### config.mk
export PLATFORM = sky130hd
export DESIGN_NAME = pc_fetch_unit_flat
export DESIGN_NICKNAME = d
export VERILOG_FILES = /design/src/rtl/pc_fetch_unit_if.sv /design/src/rtl/pc_fetch_unit.sv /design/src/flat_wrapper.sv
export SDC_FILE = /design/constraint.sdc
export NUM_CORES = 1
export LEC_CHECK = 0
export CAP_MARGIN = 5
export CORE_MARGIN = 1.5
export CORE_UTILIZATION = 44
export CTS_CLUSTER_DIAMETER = 100
export DETAILED_ROUTE_END_ITERATION = 8
export PLACE_DENSITY = 0.82
export SLEW_MARGIN = 15
export SYNTH_ARGS = -nofsm -noshare
export SYNTH_HDL_FRONTEND = slang
export SYNTH_SLANG_ARGS = --single-unit
### constraint.sdc
create_clock -name clk -period 2.9 [get_ports clk]
set_input_delay 0.29 -clock clk [delete_from_list [all_inputs] [get_ports clk]]
set_output_delay 0.29 -clock clk [all_outputs]
set_load 0.01 [all_outputs]
### src/rtl/pc_fetch_unit_if.sv
// Fetch-unit bus: ID-stage redirects, hazard stall, instruction-memory port and IF/ID outputs.
// The slave modport is the fetch unit; the master modport is the surrounding pipeline/memory.
interface pc_fetch_unit_if;
    logic        stall;
    logic        br_taken;
    logic [31:0] br_target;
    logic        j_valid;
    logic [31:0] j_target;
    logic        jr_valid;
    logic [31:0] jr_target;
    logic [31:0] imem_instr;
    logic [31:0] if_pc;
    logic [31:0] id_instr;
    logic [31:0] id_pc;
    logic [31:0] id_pc4;
    logic        id_valid;
    logic        misalign_err;

    modport master (
        output stall, br_taken, br_target, j_valid, j_target, jr_valid, jr_target, imem_instr,
        input  if_pc, id_instr, id_pc, id_pc4, id_valid, misalign_err
    );

    modport slave (
        input  stall, br_taken, br_target, j_valid, j_target, jr_valid, jr_target, imem_instr,
        output if_pc, id_instr, id_pc, id_pc4, id_valid, misalign_err
    );
endinterface

### src/rtl/pc_fetch_unit.sv
// Instruction-fetch front end: PC register, next-PC selection with branch-delay-slot
// semantics, and the IF/ID pipeline register.
module pc_fetch_unit #(
    parameter logic [31:0] PC_INIT  = 32'h0000_3000,
    parameter logic [31:0] NOP_WORD = 32'h0000_0000
) (
    input  logic           clk,
    input  logic           reset_n,
    pc_fetch_unit_if.slave bus
);

    typedef enum logic [0:0] {BOOT, RUN} state_e;

    state_e      state_q, state_d;
    logic [31:0] pc_q, pc_d;
    logic [31:0] id_instr_q, id_instr_d;
    logic [31:0] id_pc_q, id_pc_d;
    logic [31:0] id_pc4_q, id_pc4_d;
    logic        id_valid_q, id_valid_d;
    logic        misalign_q, misalign_d;

    logic [31:0] seq_pc;
    logic [31:0] redirect_target;
    logic        redirect_sel;

    // Only the highest-priority redirect is considered: jr, then j/jal, then branch.
    always_comb begin
        seq_pc          = pc_q + 32'd4;
        redirect_sel    = 1'b0;
        redirect_target = seq_pc;
        if (bus.jr_valid) begin
            redirect_sel    = 1'b1;
            redirect_target = bus.jr_target;
        end else if (bus.j_valid) begin
            redirect_sel    = 1'b1;
            redirect_target = bus.j_target;
        end else if (bus.br_taken) begin
            redirect_sel    = 1'b1;
            redirect_target = bus.br_target;
        end
    end

    // The instruction in IF always advances into ID (delay slot); a redirect only steers the PC.
    always_comb begin
        state_d    = state_q;
        pc_d       = pc_q;
        id_instr_d = id_instr_q;
        id_pc_d    = id_pc_q;
        id_pc4_d   = id_pc4_q;
        id_valid_d = id_valid_q;
        misalign_d = misalign_q;
        if (!bus.stall) begin
            state_d    = RUN;
            id_instr_d = bus.imem_instr;
            id_pc_d    = pc_q;
            id_pc4_d   = seq_pc;
            id_valid_d = 1'b1;
            pc_d       = seq_pc;
            if ((state_q == RUN) && redirect_sel) begin
                pc_d = {redirect_target[31:2], 2'b00};
                if (redirect_target[1:0] != 2'b00) begin
                    misalign_d = 1'b1;
                end
            end
        end
    end

    always_ff @(posedge clk or negedge reset_n) begin
        if (!reset_n) begin
            state_q    <= BOOT;
            pc_q       <= PC_INIT;
            id_instr_q <= NOP_WORD;
            id_pc_q    <= 32'h0;
            id_pc4_q   <= 32'h0;
            id_valid_q <= 1'b0;
            misalign_q <= 1'b0;
        end else begin
            state_q    <= state_d;
            pc_q       <= pc_d;
            id_instr_q <= id_instr_d;
            id_pc_q    <= id_pc_d;
            id_pc4_q   <= id_pc4_d;
            id_valid_q <= id_valid_d;
            misalign_q <= misalign_d;
        end
    end

    assign bus.if_pc        = pc_q;
    assign bus.id_instr     = id_instr_q;
    assign bus.id_pc        = id_pc_q;
    assign bus.id_pc4       = id_pc4_q;
    assign bus.id_valid     = id_valid_q;
    assign bus.misalign_err = misalign_q;

endmodule

### src/flat_wrapper.sv
// flat-port wrapper written by rule: the top's interface ports become plain ports
module pc_fetch_unit_flat 
#(
    parameter logic [31:0] PC_INIT  = 32'h0000_3000,
    parameter logic [31:0] NOP_WORD = 32'h0000_0000
)
  (clk, reset_n, bus_stall, bus_br_taken, bus_br_target, bus_j_valid, bus_j_target, bus_jr_valid, bus_jr_target, bus_imem_instr, bus_if_pc, bus_id_instr, bus_id_pc, bus_id_pc4, bus_id_valid, bus_misalign_err);
  pc_fetch_unit_if bus_i ();
  input  logic clk;
  input  logic reset_n;
  input wire logic [$bits(bus_i.stall)-1:0] bus_stall;
  input wire logic [$bits(bus_i.br_taken)-1:0] bus_br_taken;
  input wire logic [$bits(bus_i.br_target)-1:0] bus_br_target;
  input wire logic [$bits(bus_i.j_valid)-1:0] bus_j_valid;
  input wire logic [$bits(bus_i.j_target)-1:0] bus_j_target;
  input wire logic [$bits(bus_i.jr_valid)-1:0] bus_jr_valid;
  input wire logic [$bits(bus_i.jr_target)-1:0] bus_jr_target;
  input wire logic [$bits(bus_i.imem_instr)-1:0] bus_imem_instr;
  output wire logic [$bits(bus_i.if_pc)-1:0] bus_if_pc;
  output wire logic [$bits(bus_i.id_instr)-1:0] bus_id_instr;
  output wire logic [$bits(bus_i.id_pc)-1:0] bus_id_pc;
  output wire logic [$bits(bus_i.id_pc4)-1:0] bus_id_pc4;
  output wire logic [$bits(bus_i.id_valid)-1:0] bus_id_valid;
  output wire logic [$bits(bus_i.misalign_err)-1:0] bus_misalign_err;
  assign bus_i.stall = bus_stall;
  assign bus_i.br_taken = bus_br_taken;
  assign bus_i.br_target = bus_br_target;
  assign bus_i.j_valid = bus_j_valid;
  assign bus_i.j_target = bus_j_target;
  assign bus_i.jr_valid = bus_jr_valid;
  assign bus_i.jr_target = bus_jr_target;
  assign bus_i.imem_instr = bus_imem_instr;
  assign bus_if_pc = bus_i.if_pc;
  assign bus_id_instr = bus_i.id_instr;
  assign bus_id_pc = bus_i.id_pc;
  assign bus_id_pc4 = bus_i.id_pc4;
  assign bus_id_valid = bus_i.id_valid;
  assign bus_misalign_err = bus_i.misalign_err;
  pc_fetch_unit #(.PC_INIT(PC_INIT), .NOP_WORD(NOP_WORD)) u_core (.clk(clk), .reset_n(reset_n), .bus(bus_i));
endmodule
==> results_dict.tcl, run 1 <==
set metrics [dict create \
    seq_power_share 0.386 \
    syn_avg_cell_area_um2 9.556 \
    fin_nets 1055 \
    grtUsageMet3 0.05112 \
    cts_setup_buffers 0 \
    fmax_mhz 403.8 \
    min_from "u_core.bus.id_pc[19]" \
    clock_skew_ns 0.005348 \
    grt_usage 0.2685 \
    layout-drive-gt1-share 0.1179 \
    crit_type "register to register" \
    relSlewSlack 0.4807 \
    syn_area_um2 6489 \
    grt_pass1_vias 6015 \
    synth_xor_area_frac 0.03779 \
    start_util 0.4482 \
    syn2layout_area_growth_pct 50.96 \
    period_minus_slack_ns 2.477 \
    fin_crit_sh 0.8540 \
    grt_start_max_net_pins 166 \
    synthArstFlopShare 1.000 \
    rsz0062_at_grt "no" \
    ios 264 \
    crit_fanout 7 \
    cts_buffer_depth 2 \
    finalHoldViolCount 0 \
    htreeDepth 4 \
    fin_cells 1117 \
    timing.hold.ws_ns 0.4693 \
    powerDensity_nw_per_um2 587.5 \
    r2r_start "u_core.bus.if_pc[2]" \
    wirelength_mm 20.58 \
    cts_tree "done" \
    design_power_total_mw 5.755 \
    gr-usage-met2 0.4166 \
    synth_ff_type "dfrtp_1" \
    synth_cell_types 53 \
    dr.pass1.iters 5 \
    p_clk_frac 0.353 \
    dp.cells 1084 \
    grt_overflow_total 0 \
    yosys_warnings 0 \
    cap_violations 0 \
    clk_latency_ns 0.42 \
    worst_pin_slew_ns 0.7790 \
    synthCells 679 \
    power_leakage_nw 4.042 \
    cts_root_buf "clkbuf_16" \
    synthMuxAreaShare 0.09661 \
    crit_path_end "u_core.bus.if_pc[26]" \
    fin_tns_setup_ns 0 \
    via_count 6311 \
    grt_pass1_wl_mm 33.01 \
    finalMaxSlewViolations 0 \
    combPwrFrac 0.261 \
    cts_made_buffers 17 \
    p_sw_frac 0.2951 \
    seq_area_frac_synth 0.4786 \
    cp.arrival_ns 2.84 \
    synthAdderAreaFrac 0.001928 \
    drtIter0Drc 557 \
    die-area_um2 15480 \
    place.gp.congestion 0.9400 \
    core_um2 14480 \
    synth-seq-cells 124 \
    final_common_cell "clkdlybuf4s50_1" \
    peakVddDrop_mv 0.4371 \
    reg2regPathDepth 6 \
    diodes 0 \
    worstReg2RegEnd "u_core.bus.if_pc[26]" \
    via_per_inst 5.650 \
    synthSimpleGateAreaFrac 0.1492 \
    synth-edff-count 0 \
    end_kind "register" \
    critPathRequiredTime_ns 3.26 \
    reg2reg_slack_ns 0.42 \
    use_met1 0.3752 \
    antenna_left 0 \
    post-dp-hpwl_mm 14.95 \
    setup_viol 0 \
    pre_cts_slack_ns 0.4154 \
    critPathLaunch "u_core.bus.if_pc[2]" \
    clk_pin_slew_ns 0.06 \
    grt.busiest_layer "met2" \
    wl_per_cell_um 18.42 \
    layout_common_cells "254 x clkdlybuf4s50_1, 122 x dfrtp_1, 119 x nand2_1" \
    drcViolationCount 0 \
    die_w_um 124.4 \
    num_rows 44 \
    portBuffers 257 \
    startpoint_type "register" \
    status "complete, no violations" \
    antenna_found_initial 0 \
    power.switching_mw 1.698 \
    die_y_um 124.4 \
    internal_power_mw 4.056 \
    synth_top_family_by_area "compound AO/OA/AOI/OAI gates" \
    fillers 1154 \
    worst_slack_ns 0.4233 \
    hold_class "register to register" \
    synth_compound_area_frac 0.1915 \
    cts_sinks 124 \
]
-- worst min-delay path by stage --
stage | cells after the start | end | slack, ns
after floorplan | 0 | u_core.bus.id_instr[0] | -0.006
after global placement | 1 | u_core.bus.id_pc[20] | 0.41
after detailed placement | 1 | u_core.bus.id_pc[20] | 0.40
after CTS | 2 | u_core.bus.id_instr[26] | 0.47
after global routing | 2 | u_core.bus.id_instr[25] | 0.48
final | 2 | u_core.bus.id_pc[19] | 0.47
-- metrics by stage --
stage,area [µm²],utilization
floorplan,6507,-
global placement,9213,0.6363
detailed placement,9213,0.6363
CTS,9796,0.6765
global route,9796,0.6765
finish,9796,0.6765
-- flip-flops by register name (all words and copies together) (netlist names) --
name / flops
u_core.bus.id_instr: 32
u_core.bus.id_pc4: 30
u_core.bus.id_pc: 30
u_core.bus.if_pc: 30
u_core.bus.misalign_err: 1
u_core.state_q: 1
-- synth_stat cells (6+ instances only) --
library cell,count,area share
clkbuf_1,36,0.021
a221o_1,16,0.025
o21ai_0,68,0.052
a22oi_1,7,0.0081
nand2_1,119,0.069
o22ai_1,27,0.026
xnor2_1,12,0.016
dfrtp_1,122,0.47
a21oi_1,32,0.025
nand3_1,16,0.012
xor2_1,16,0.022
nor3_1,9,0.0069
nor2_1,18,0.010
and3_1,6,0.0058
nor2b_1,7,0.0067
nand4_1,6,0.0058
nand2b_1,7,0.0067
inv_1,10,0.0058
buf_1,11,0.0064
buf_4,6,0.0069
a221oi_1,9,0.012
mux2_2,45,0.078
mux2i_1,12,0.019
-- logic make-up (layout without fill, tap and decap cells) --
group / Yosys count / after routing
adder cells (fa/ha/maj): 1 / 1
multiplexers: 57 / 57
flip-flops: 124 / 124
other: 1 / 6
AO/OA/AOI/OAI: 195 / 195
XOR/XNOR: 28 / 28
AND/OR/NAND/NOR: 205 / 205
buffers and inverters: 68 / 317
-- repair_timing --
item | in CTS | in global routing
resized for setup | 0 | 0
hold endpoints to repair | 77 | 0
hold buffers | 1 | 0
-- layer usage --
layer	vias up	share of wire	routed length, µm
met5	-	0	0
met4	0	0.027	562
met3	48	0.076	1555
met2	342	0.46	9445
met1	2994	0.44	9012
li1	2927	-	-
-- worst max-delay path, cell delays in order, from the launching register on --
cell and delay (ns):
dfrtp_1 0.45, ha_1 0.30, nand3_4 0.15, or4_4 0.60
or4_4 0.57, a21oi_1 0.14, o221a_1 0.20
-- final cells by class --
cell class	instances	area, µm²	share of cell area
sequential	124	3105	0.3170
tap	184	230.2	0.02350
timing repair buffer	275	2729	0.2786
clock buffer	20	456.7	0.04662
multi-input combinational	492	3120	0.3186
inverter	10	37.54	0.003832
clock inverter	12	116.4	0.01188
-- power by group through the flow --
stage	clock [mW]	combinational (mW)	sequential, mW
6_report	2.03	1.50	2.22
5_1_grt	2.13	1.62	2.26
4_1_cts	2.06	1.51	2.21
3_5_place_dp	0	1.50	2.24
3_3_place_gp	0	1.48	2.23
2_1_floorplan	0	0.514	2.30
Note: power is estimated with default switching activity, not from simulation.
==> inputs of run 2 (changes only) <==
==> constraint.sdc (replaced) <==
create_clock -name clk -period 2.9 [get_ports clk]
set_input_delay 0.58 -clock clk [delete_from_list [all_inputs] [get_ports clk]]
set_output_delay 0.58 -clock clk [all_outputs]
set_load 0.01 [all_outputs]
==> run 2 against run 1 <==
  * Register-to-register slack about the same
  * Global-route usage down 0.28 points
  * Total power rose by 7.0%
  * Via count is 0.79% higher
  * First-iteration DRC count down 2.3%
  * Maximum frequency about the same
  * Flip-flop and latch count stayed put
  * Cell area rose by 1.5%
  * Sequential share of layout area fell by 0.46 points
  * Utilization increased by 1.0 points
  * Count of clock-buffer cells in the layout down 2
  * Die area did not move
==> results_dict.tcl, run 2 (synthesis gave the netlist of run 1 again) <==
set metrics [dict create \
    multiInputGateArea_um2 3120 \
    fillers 1119 \
    grt_start_max_net_pins 166 \
    post-dp-hpwl_mm 14.94 \
    die_y_um 124.4 \
    cts_setup_buffers 0 \
    reg2regPathDepth 6 \
    syn2layout_area_growth_pct 53.20 \
    status "complete, no violations" \
    r2r_start "u_core.bus.if_pc[3]" \
    die_w_um 124.4 \
    antenna_left 0 \
    relSlewSlack 0.5495 \
    largest_register_ffs 32 \
    finalMaxSlewViolations 0 \
    worst_slack_ns 0.4248 \
    grt_overflow_total 0 \
    worst_pin_slew_ns 0.6757 \
    via_per_inst 5.659 \
    hold_class "input pin to asynchronous set/reset pin" \
    end_kind "register" \
    power_leakage_nw 4.138 \
    wl_per_cell_um 18.18 \
    antenna_found_initial 0 \
    grt_pass1_wl_mm 32.60 \
    clk_pin_slew_ns 0.06 \
    startpoint_type "register" \
    cts_root_buf "clkbuf_16" \
    portBuffers 257 \
    layout_common_cells "254 x clkdlybuf4s50_1, 122 x dfrtp_1, 119 x nand2_1" \
    via_count 6361 \
    worstReg2RegEnd "u_core.bus.if_pc[26]" \
    register_area_um2 3105 \
    fin_crit_sh 0.8535 \
    grt_pass1_vias 5982 \
    fin_nets 1062 \
    layout-drive-gt1-share 0.1266 \
    num_rows 44 \
    clock_skew_ns 0.005559 \
    cts_made_buffers 17 \
    fin_tns_setup_ns 0 \
    place.gp.congestion 0.8996 \
    core_um2 14480 \
    cap_violations 0 \
    final_common_cell "clkdlybuf4s50_1" \
    setup_viol 0 \
    cts_hold_buf 0 \
    wirelength_mm 20.44 \
    rsz0062_at_grt "no" \
    period_minus_slack_ns 2.475 \
    grt_usage 0.2657 \
    finalHoldViolCount 0 \
    die-area_um2 15480 \
    critPathRequiredTime_ns 3.25 \
    pre_cts_slack_ns 0.1936 \
    diodes 0 \
    peakVddDrop_mv 0.4510 \
    powerDensity_nw_per_um2 619.4 \
    start_util 0.4482 \
    cts_sinks 124 \
    crit_type "register to register" \
    cts_resized 0 \
    cts_buffer_depth 2 \
    clk_latency_ns 0.42 \
    fmax_mhz 404.0 \
    ios 264 \
    htreeDepth 4 \
    drtIter0Drc 544 \
    drcViolationCount 0 \
    dr.pass1.iters 5 \
    crit_fanout 7 \
    cp.arrival_ns 2.83 \
    cts_tree "done" \
    reg2reg_slack_ns 0.42 \
]
==> run 2: cell types whose count changed in the layout (fill, tap and decap cells not counted), sizes merged <==
cell,delta
buf,+8
bufinv,+5
clkbuf,-2
clkinv,+1
clkinvlp,-4
dlygate4sd3,-1
==> run 2: power by group <==
| group | internal [mW] | leakage, nW | switching, mW |
|---|---|---|---|
| Sequential | 1.98 | 1.48 | 0.223 |
| Clock | 1.64 | 0.330 | 0.788 |
| Combinational | 0.856 | 2.32 | 0.669 |
==> run 2: worst max-delay path by stage <==
| stage | from | endpoint | slack [ns] | cells after the start |
|---|---|---|---|---|
| finish | u_core.bus.if_pc[3] | u_core.bus.if_pc[26] | 0.42 | 6 |
| global route | u_core.bus.if_pc[3] | u_core.bus.if_pc[26] | 0.33 | 6 |
| CTS | u_core.bus.if_pc[3] | u_core.bus.if_pc[26] | 0.43 | 6 |
| detailed placement | bus_j_valid | u_core.bus.if_pc[30] | 0.19 | 7 |
| global placement | bus_j_valid | u_core.bus.if_pc[31] | 0.32 | 6 |
| floorplan | u_core.bus.if_pc[3] | u_core.bus.if_pc[26] | 0.57 | 5 |
==> run 2: area by class of cell <==
class	count	share of cell area
multi-input cells	492	0.3139
flip-flops and latches	124	0.3124
repair buffers	282	0.2783
clock buffers	18	0.04418
clock inverters	14	0.02429
well taps	184	0.02316
inverters	10	0.003776
==> run 2: layer usage <==
metal	track usage	wire length, µm	vias to the layer above
li1	-	-	2947
met5	0	0	-
met3	0.05756	1507	41
met2	0.4189	9623	355
met4	0.1007	558	0
met1	0.3597	8745	3018
==> run 2: metrics by stage <==
stage | cells | total power [mW] | cell area (µm²) | hold slack (ns) | utilization
2_1_floorplan | 684 | 2.816 | 6507 | 0.2844 | -
3_3_place_gp | 1092 | 3.720 | 9260 | 0.4581 | 0.6396
3_5_place_dp | 1092 | 3.754 | 9260 | 0.4626 | 0.6396
4_1_cts | 1124 | 6.195 | 9941 | 0.1966 | 0.6866
5_1_grt | 1124 | 6.428 | 9941 | 0.2201 | 0.6866
6_report | 1124 | 6.157 | 9941 | 0.1703 | 0.6866
==> run 2: critical path: stages, from the launching register on <==
cell and delay, ns:
dfrtp_1 0.43, ha_1 0.31, nand3_4 0.15, or4_4 0.60, or4_4 0.59, a21oi_1 0.15, o221a_1 0.19
